--- src/rtl/sha_padder.sv ---
// sha_padder: byte-serial SHA-256 message padder feeding 512-bit blocks to a SHA core.
// Optional sticky overrun flag o_fOverrun when SHA_PAD_OVERRUN_EN is defined.
module sha_padder (
  input  logic         Clk,
  input  logic         Rst,
  input  logic [7:0]   i_Byte,
  input  logic         i_fValid,
  input  logic         i_fLast,
  output logic         o_fReady,
  output logic [511:0] o_Block,
  output logic         o_fStart,
  output logic         o_fFirst,
  input  logic         i_fDone,
  output logic         o_fMsgDone
`ifdef SHA_PAD_OVERRUN_EN
  ,
  output logic         o_fOverrun
`endif
);
  typedef enum logic [2:0] {IDLE, LOAD, PAD, PAD2, SEND, WAIT} state_t;
  state_t state_q, state_d;
  logic [511:0] blk_q, blk_d;
  logic [6:0] pos_q, pos_d;
  logic [63:0] len_q, len_d;
  logic first_q, first_d, fin_q, fin_d, pend_q, pend_d, done_q, done_d;
  logic acc;
  assign o_fReady = (state_q == IDLE) || (state_q == LOAD);
  assign acc = i_fValid && o_fReady;
  assign o_Block = blk_q;
  assign o_fStart = state_q == SEND;
  assign o_fFirst = (state_q == SEND) && first_q;
  assign o_fMsgDone = done_q;
  // Bytes past pos are always zero, so padding only has to place 0x80 and the length.
  always_comb begin
    state_d = state_q;
    blk_d = blk_q;
    pos_d = pos_q;
    len_d = len_q;
    first_d = first_q;
    fin_d = fin_q;
    pend_d = pend_q;
    done_d = 1'b0;
    if (state_q == IDLE) begin
      blk_d = '0;
      pos_d = '0;
      len_d = '0;
      first_d = 1'b1;
      fin_d = 1'b0;
      pend_d = 1'b0;
    end
    if (acc) begin
      blk_d[9'd511 - {pos_d[5:0], 3'b000} -: 8] = i_Byte;
      pos_d = pos_d + 7'd1;
      len_d = len_d + 64'd8;
      state_d = i_fLast ? PAD : (pos_d == 7'd64 ? SEND : LOAD);
    end
    case (state_q)
      PAD: begin
        if (pos_q < 7'd64) blk_d[9'd511 - {pos_q[5:0], 3'b000} -: 8] = 8'h80;
        if (pos_q <= 7'd55) begin
          blk_d[63:0] = len_q;
          fin_d = 1'b1;
        end else pend_d = 1'b1;
        state_d = SEND;
      end
      PAD2: begin
        blk_d = {pos_q == 7'd64 ? 8'h80 : 8'h00, 440'd0, len_q};
        fin_d = 1'b1;
        pend_d = 1'b0;
        state_d = SEND;
      end
      SEND: state_d = WAIT;
      WAIT: begin
        if (i_fDone) begin
          first_d = 1'b0;
          done_d = fin_q;
          state_d = fin_q ? IDLE : (pend_q ? PAD2 : LOAD);
          if (!fin_q && !pend_q) begin
            blk_d = '0;
            pos_d = '0;
          end
        end
      end
      default: ;
    endcase
  end
  always_ff @(posedge Clk or negedge Rst) begin
    if (!Rst) begin
      state_q <= IDLE;
      blk_q <= '0;
      pos_q <= '0;
      len_q <= '0;
      first_q <= 1'b1;
      fin_q <= 1'b0;
      pend_q <= 1'b0;
      done_q <= 1'b0;
    end else begin
      state_q <= state_d;
      blk_q <= blk_d;
      pos_q <= pos_d;
      len_q <= len_d;
      first_q <= first_d;
      fin_q <= fin_d;
      pend_q <= pend_d;
      done_q <= done_d;
    end
  end
`ifdef SHA_PAD_OVERRUN_EN
  logic ovr_q;
  always_ff @(posedge Clk or negedge Rst) begin
    if (!Rst) ovr_q <= 1'b0;
    else if (state_q == IDLE && acc) ovr_q <= 1'b0;
    else if (i_fValid && !o_fReady) ovr_q <= 1'b1;
  end
  assign o_fOverrun = ovr_q;
`endif
endmodule

--- config.mk ---
export PLATFORM = sky130hd
export DESIGN_NAME = sha_padder
export DESIGN_NICKNAME = d
export VERILOG_FILES = /design/src/rtl/sha_padder.sv
export SDC_FILE = /design/constraint.sdc
export NUM_CORES = 1
export LEC_CHECK = 0
export CAP_MARGIN = 30
export CELL_PAD_IN_SITES_DETAIL_PLACEMENT = 1
export CELL_PAD_IN_SITES_GLOBAL_PLACEMENT = 1
export CORE_AREA = 4 4 309 311
export CTS_CLUSTER_DIAMETER = 80
export CTS_CLUSTER_SIZE = 14
export DETAILED_ROUTE_END_ITERATION = 7
export DIE_AREA = 0 0 313 315
export PLACE_DENSITY = 0.6
export SLEW_MARGIN = 20
export SYNTH_ARGS = -nofsm -noshare
export SYNTH_HDL_FRONTEND = slang
export SYNTH_SLANG_ARGS = --single-unit
--- constraint.sdc ---
create_clock -name Clk -period 3.4 [get_ports Clk]
set_clock_uncertainty 0.1 [all_clocks]
set_input_delay 0.85 -clock Clk [delete_from_list [all_inputs] [get_ports Clk]]
set_output_delay 0.85 -clock Clk [all_outputs]
set_load 0.01 [all_outputs]
-- After elaboration in Yosys (flattened, before gate mapping)
Index checks and enable logic that the tools add are counted.
- word-level logic and storage cells: 70
- output and inout bits: 516
- register bits: 590
- $lt $le $gt $ge: 2
- $add $sub $neg: 6
- equality and inequality tests: 7
- shift-type cells: 4
- reductions and logical operators: 8
- mux-type cells: 35
- operator list (kind ; count):
    2-to-1 mux 512 bit ; 5
    case mux 512 bit (3 select lines) ; 1
    variable shift 8 x 11 -> 519 bit (first input constant) ; 2
    bitwise mux 512 bit ; 2
    variable part select 8 x 11 -> 519 bit ; 1
    variable part select 8 x 11 -> 519 bit (first input constant) ; 1
    2-to-1 mux 64 bit ; 3
    adder 64 x 4 -> 64 bit (second input constant) ; 1
    2-to-1 mux 7 bit ; 5
    negator 9 -> 11 bit ; 2
    subtractor 9 bit (first input constant) ; 2
    == test 7 bit (second input constant) ; 2
    2-to-1 mux 3 bit ; 4
    2-to-1 mux 1 bit ; 9
    case mux 3 bit (3 select lines) ; 1
    2-to-1 mux 8 bit ; 1
    adder 7 x 1 -> 7 bit (second input constant) ; 1
    less-or-equal comparator 7 x 6 -> 1 bit (second input constant) ; 1
    less-than comparator 7 bit (second input constant) ; 1
    == test 3 x 2 -> 1 bit (second input constant) ; 2
    == test 3 bit (second input constant) ; 2
    2-to-1 mux 2 bit ; 2
    case mux 1 bit (2 select lines) ; 2
    == test 3 x 1 -> 1 bit (second input constant) ; 1
    5 further kinds ; 8

-- Longest topological paths before layout
- depth after elaboration: 11
- gate-level depth with buffers: 14

-- Least setup slack after synthesis
No wires, ideal clock.
- path type: reg2reg
- start point: reg state_q[2]
- end point: reg len_q[53]
- path slack: 0.232 ns
- cell stages (with the launch flop): 14
- setup time: 0.078 ns
- arrival time: 2.990 ns
- buffers on the path: 5
- period minus slack after synthesis: 3.168 ns
- required time: 3.222 ns
- cells stage by stage: dfrtp_1 buf_2 or3_1 clkbuf_1 buf_2 clkbuf_1 and2_1 ha_1 nand4_1 nor3_4 nand4_2 buf_2 or4_1 a21oi_1
- word-level cells in the longest chain between the ends: 4
- elaborated cells between the ends (all ways): 7
- those cells by class: add/sub: 1; eq/ne: 1; mux: 2; reduce/logical: 3
- ends and longest elaborated chain (what ; RTL line ; text):
    from (decl) ; 21 ; state_t state_q, state_d;
    from (signal assigned) ; 98 ; state_q <= state_d;
    zero test 3 bit or == test 3 x 1 -> 1 bit (tied branches) ; 27, 43 ;
    2-to-1 mux 64 bit or logical OR 1 bit (tied branches) ; 43, 27 ;
    adder 64 x 4 -> 64 bit or logical AND 1 bit (tied branches) ; 54, 28 ;
    2-to-1 mux 64 bit * ; 51 ; if (acc) begin
    net len_d[53] ; 24 ; logic [63:0] len_q, len_d;
    to (signal assigned) ; 101 ; len_q <= len_d;
    to (decl) ; 24 ;
The timed path passes the listed nets; every way through them passes the cells marked *.

-- Worst setup path in the final report
- start point: reg state_q[1]
- end point: out o_fFirst
- word-level cells in the longest chain between the ends: 2
- ends and longest elaborated chain (what ; RTL line ; text):
    == test 3 bit ; 31 ; assign o_fFirst = (state_q == SEND) && first_q;
    logical AND 1 bit ; 31 ;
    to (decl) ; 12 ; output logic o_fFirst,
Every way passes these cells.

==> run summary <==
core area - 0.0928 sq mm
Leak - 15.0 nW
Seq/Total Area, Yosys - 0.530
worst hold path class - input pin to async pin
post-synthesis cell type count - 72
final hold viol count - 0
total number of vias - 27783
global-route wire length before repair - 205000 um
CTS Buf Count - 50
Max Root-Sink Buffers - 3
initial antenna violation count - 4
Max Slew Vio Count - 0
YS warnings - 0
status - finished, final reports clean
GPL Wtd Cong - 0.827
Total Wirelength - 141000 um
GRT overflow - 0
Fill cells - 10732
CP bufs+invs - 2
Synth async-reset ratio - 1.00
clk root buf - clkbuf_16
H-tree depth - 2
area grow syn2layout - 35.0%
via/cell ratio - 5.51
Max-Cap Viols - 0
# DRC - 0
register bit total from synthesis - 587
Post-CTS Setup Bufs - 0
pin count of the biggest net entering global routing - 96
Worst-Skew Late Latency - 0.63 ns
I/O Buffers - 528
RSZ-0062 raised after global routing - no
share of cells above drive strength 1 - 0.0939
CP max FO - 14
fin crit period - 3.30 ns
All-Layer GR Usage - 0.277
Mapped Avg Cell Area - 8.73 sq um
FF+latch area - 0.0147 sq mm
initial DRC count - 1869
crit path cell chain - buf_4, nor2_2, and3_1, clkdlybuf4s50_1
Top delay family on crit path - buffers and inverters
post-synthesis cell count - 3175
slew margin rel. - 0.442
Die H - 315 um
multi-input logic area - 0.0121 sq mm
Post-synth EDFFs - 0
TritonCTS clock tree - done
CP max stage cell - clkdlybuf4s50_1
CP max stage delay - 0.56 ns
setup TNS - 0 ns
CP startpoint kind - register
DP HPWL - 103000 um
Starting Density - 0.299
I/O pins - 529
Pre-Repair DR Iteration Count - 7
Worst Max-Slew Pin Slew - 0.834 ns
Setup CP Type - register to output pin
number of global-route vias before repair - 28658
PwrDens - 519 mW/mm^2
endpoints failing setup - 0
VDD IR max - 0.385 mV
fin nets - 3774
die extent in x - 313 um
Die ar. - 0.0986 sq mm
Tot Pwr - 0.0194 W
Rows - 112
wire length per cell - 27.9 um
CP arrival - 2.35 ns
Crit. End Element - output pin
final period utilization - 0.971
clock sink total - 587
Worst-path clk slew - 0.07 ns
Mapped Area - 0.0277 sq mm
fmax - 303 MHz
worst endpoint required time - 2.45 ns
dominant synthesized flop cell - dfrtp_1
post-route antenna net violation count - 0
syn_nets - 3189
registers in the layout, summed over array words and instances, names as in the netlist:
name	flops
o_fMsgDone	1
first_q	1
pend_q	1
o_Block	512
pos_q	7
len_q	61
state_q	3
fin_q	1
metal layers:
layer | routed length, um | vias to the layer above | GRT usage
met1 | 61700 | 14270 | 0.370
met5 | 0 | - | 0
met3 | 9260 | 190 | 0.0678
li1 | - | 12501 | -
met2 | 64300 | 822 | 0.440
met4 | 5410 | 0 | 0.0984
logic make-up after synthesis:
family | synth area share
XOR/XNOR | 0.0117
multiplexers | 0.0123
adder cells (fa/ha/maj) | 0.000452
buffers and inverters | 0.0366
AND/OR/NAND/NOR | 0.245
flip-flops | 0.530
AO/OA/AOI/OAI | 0.163
path summary, 6_finish.rpt:
path / from / depth (start not counted) / end / slack [ns]
worst max-delay path: state_q[1] / 4 / o_fFirst / 0.1
worst min-delay path: Rst / 1 / o_Block[394] / 0.13
worst max register to register: state_q[2] / 9 / len_q[59] / 0.32
worst min register to register: first_q / 2 / first_q / 0.41
max in group asynchronous: Rst / 2 / o_Block[178] / 2.23
min in group Clk: first_q / 2 / first_q / 0.41
synth_stat cells, types with 9 or more instances:
master	n	area share
mux2i_1	24	0.0087
nand2_1	391	0.053
a22oi_1	23	0.0062
or4_1	17	0.0046
o31ai_1	25	0.0068
dfrtp_1	586	0.53
nor2b_1	16	0.0036
xor2_1	20	0.0063
inv_1	17	0.0023
clkbuf_1	177	0.024
a211oi_1	13	0.0035
buf_1	22	0.0030
nor2_1	473	0.064
a31oi_1	183	0.041
nand3_1	222	0.040
nand2b_1	16	0.0036
nand4_1	80	0.018
o21ai_1	35	0.0063
buf_2	40	0.0072
a21oi_1	305	0.055
a32oi_1	19	0.0060
and2_1	11	0.0025
and3_1	17	0.0038
or3_1	35	0.0079
o22ai_1	24	0.0054
o21ai_0	110	0.020
mux2_2	9	0.0037
xnor2_1	17	0.0054
nor3_1	166	0.030
repair_timing:
item | in CTS | in global routing
endpoints found under the setup margin | 2 | 0
hold endpoints to repair | 0 | 0
hold buffers | 0 | 0
resized for setup | 2 | 0
layout make-up:
type | count | share of cell area
Clock inverter | 7 | 0.00197
Sequential cell | 587 | 0.393
Timing Repair Buffer | 772 | 0.200
Tap cell | 1254 | 0.0420
Multi-Input combinational cell | 2331 | 0.323
Inverter | 18 | 0.00181
Clock buffer | 66 | 0.0376
Antenna cell | 4 | 0.000268
where the power goes:
| group | internal [W] | leakage [nW] | switching (W) | total [W] |
|---|---|---|---|---|
| logic | 0.00156 | 6.10 | 0.00459 | 0.00615 |
| clock network | 0.00295 | 0.723 | 0.00286 | 0.00581 |
| registers | 0.00717 | 8.17 | 0.000267 | 0.00744 |
metrics by stage:
stage	hold WS (ns)	instance area [sq um]	std cells	setup slack [ns]	util
2_1_floorplan	0.364	27700	3175	0.232	-
3_3_place_gp	0.393	35900	4962	0.0487	0.387
3_5_place_dp	0.393	35900	4962	0.00502	0.387
4_1_cts	0.116	37400	5035	0.0509	0.403
5_1_grt	0.139	37400	5036	0.0274	0.403
6_report	0.125	37400	5039	0.0985	0.403
cell usage in the layout (no fill, tap or decap), drive strengths merged, types with 17 or more instances in the layout:
master,instances
nor2,474
or3,35
dfrtp,586
and3,17
nand3,222
a21oi,305
a22oi,23
xnor2,17
xor2,20
mux2i,24
clkdlybuf4s50,527
o21ai,145
buf,245
inv,17
nand2,391
or4,17
nand4,82
a32oi,19
a31oi,183
o31ai,25
o22ai,24
nor3,170
clkbuf,66
Power figures use the tool's default switching activity.
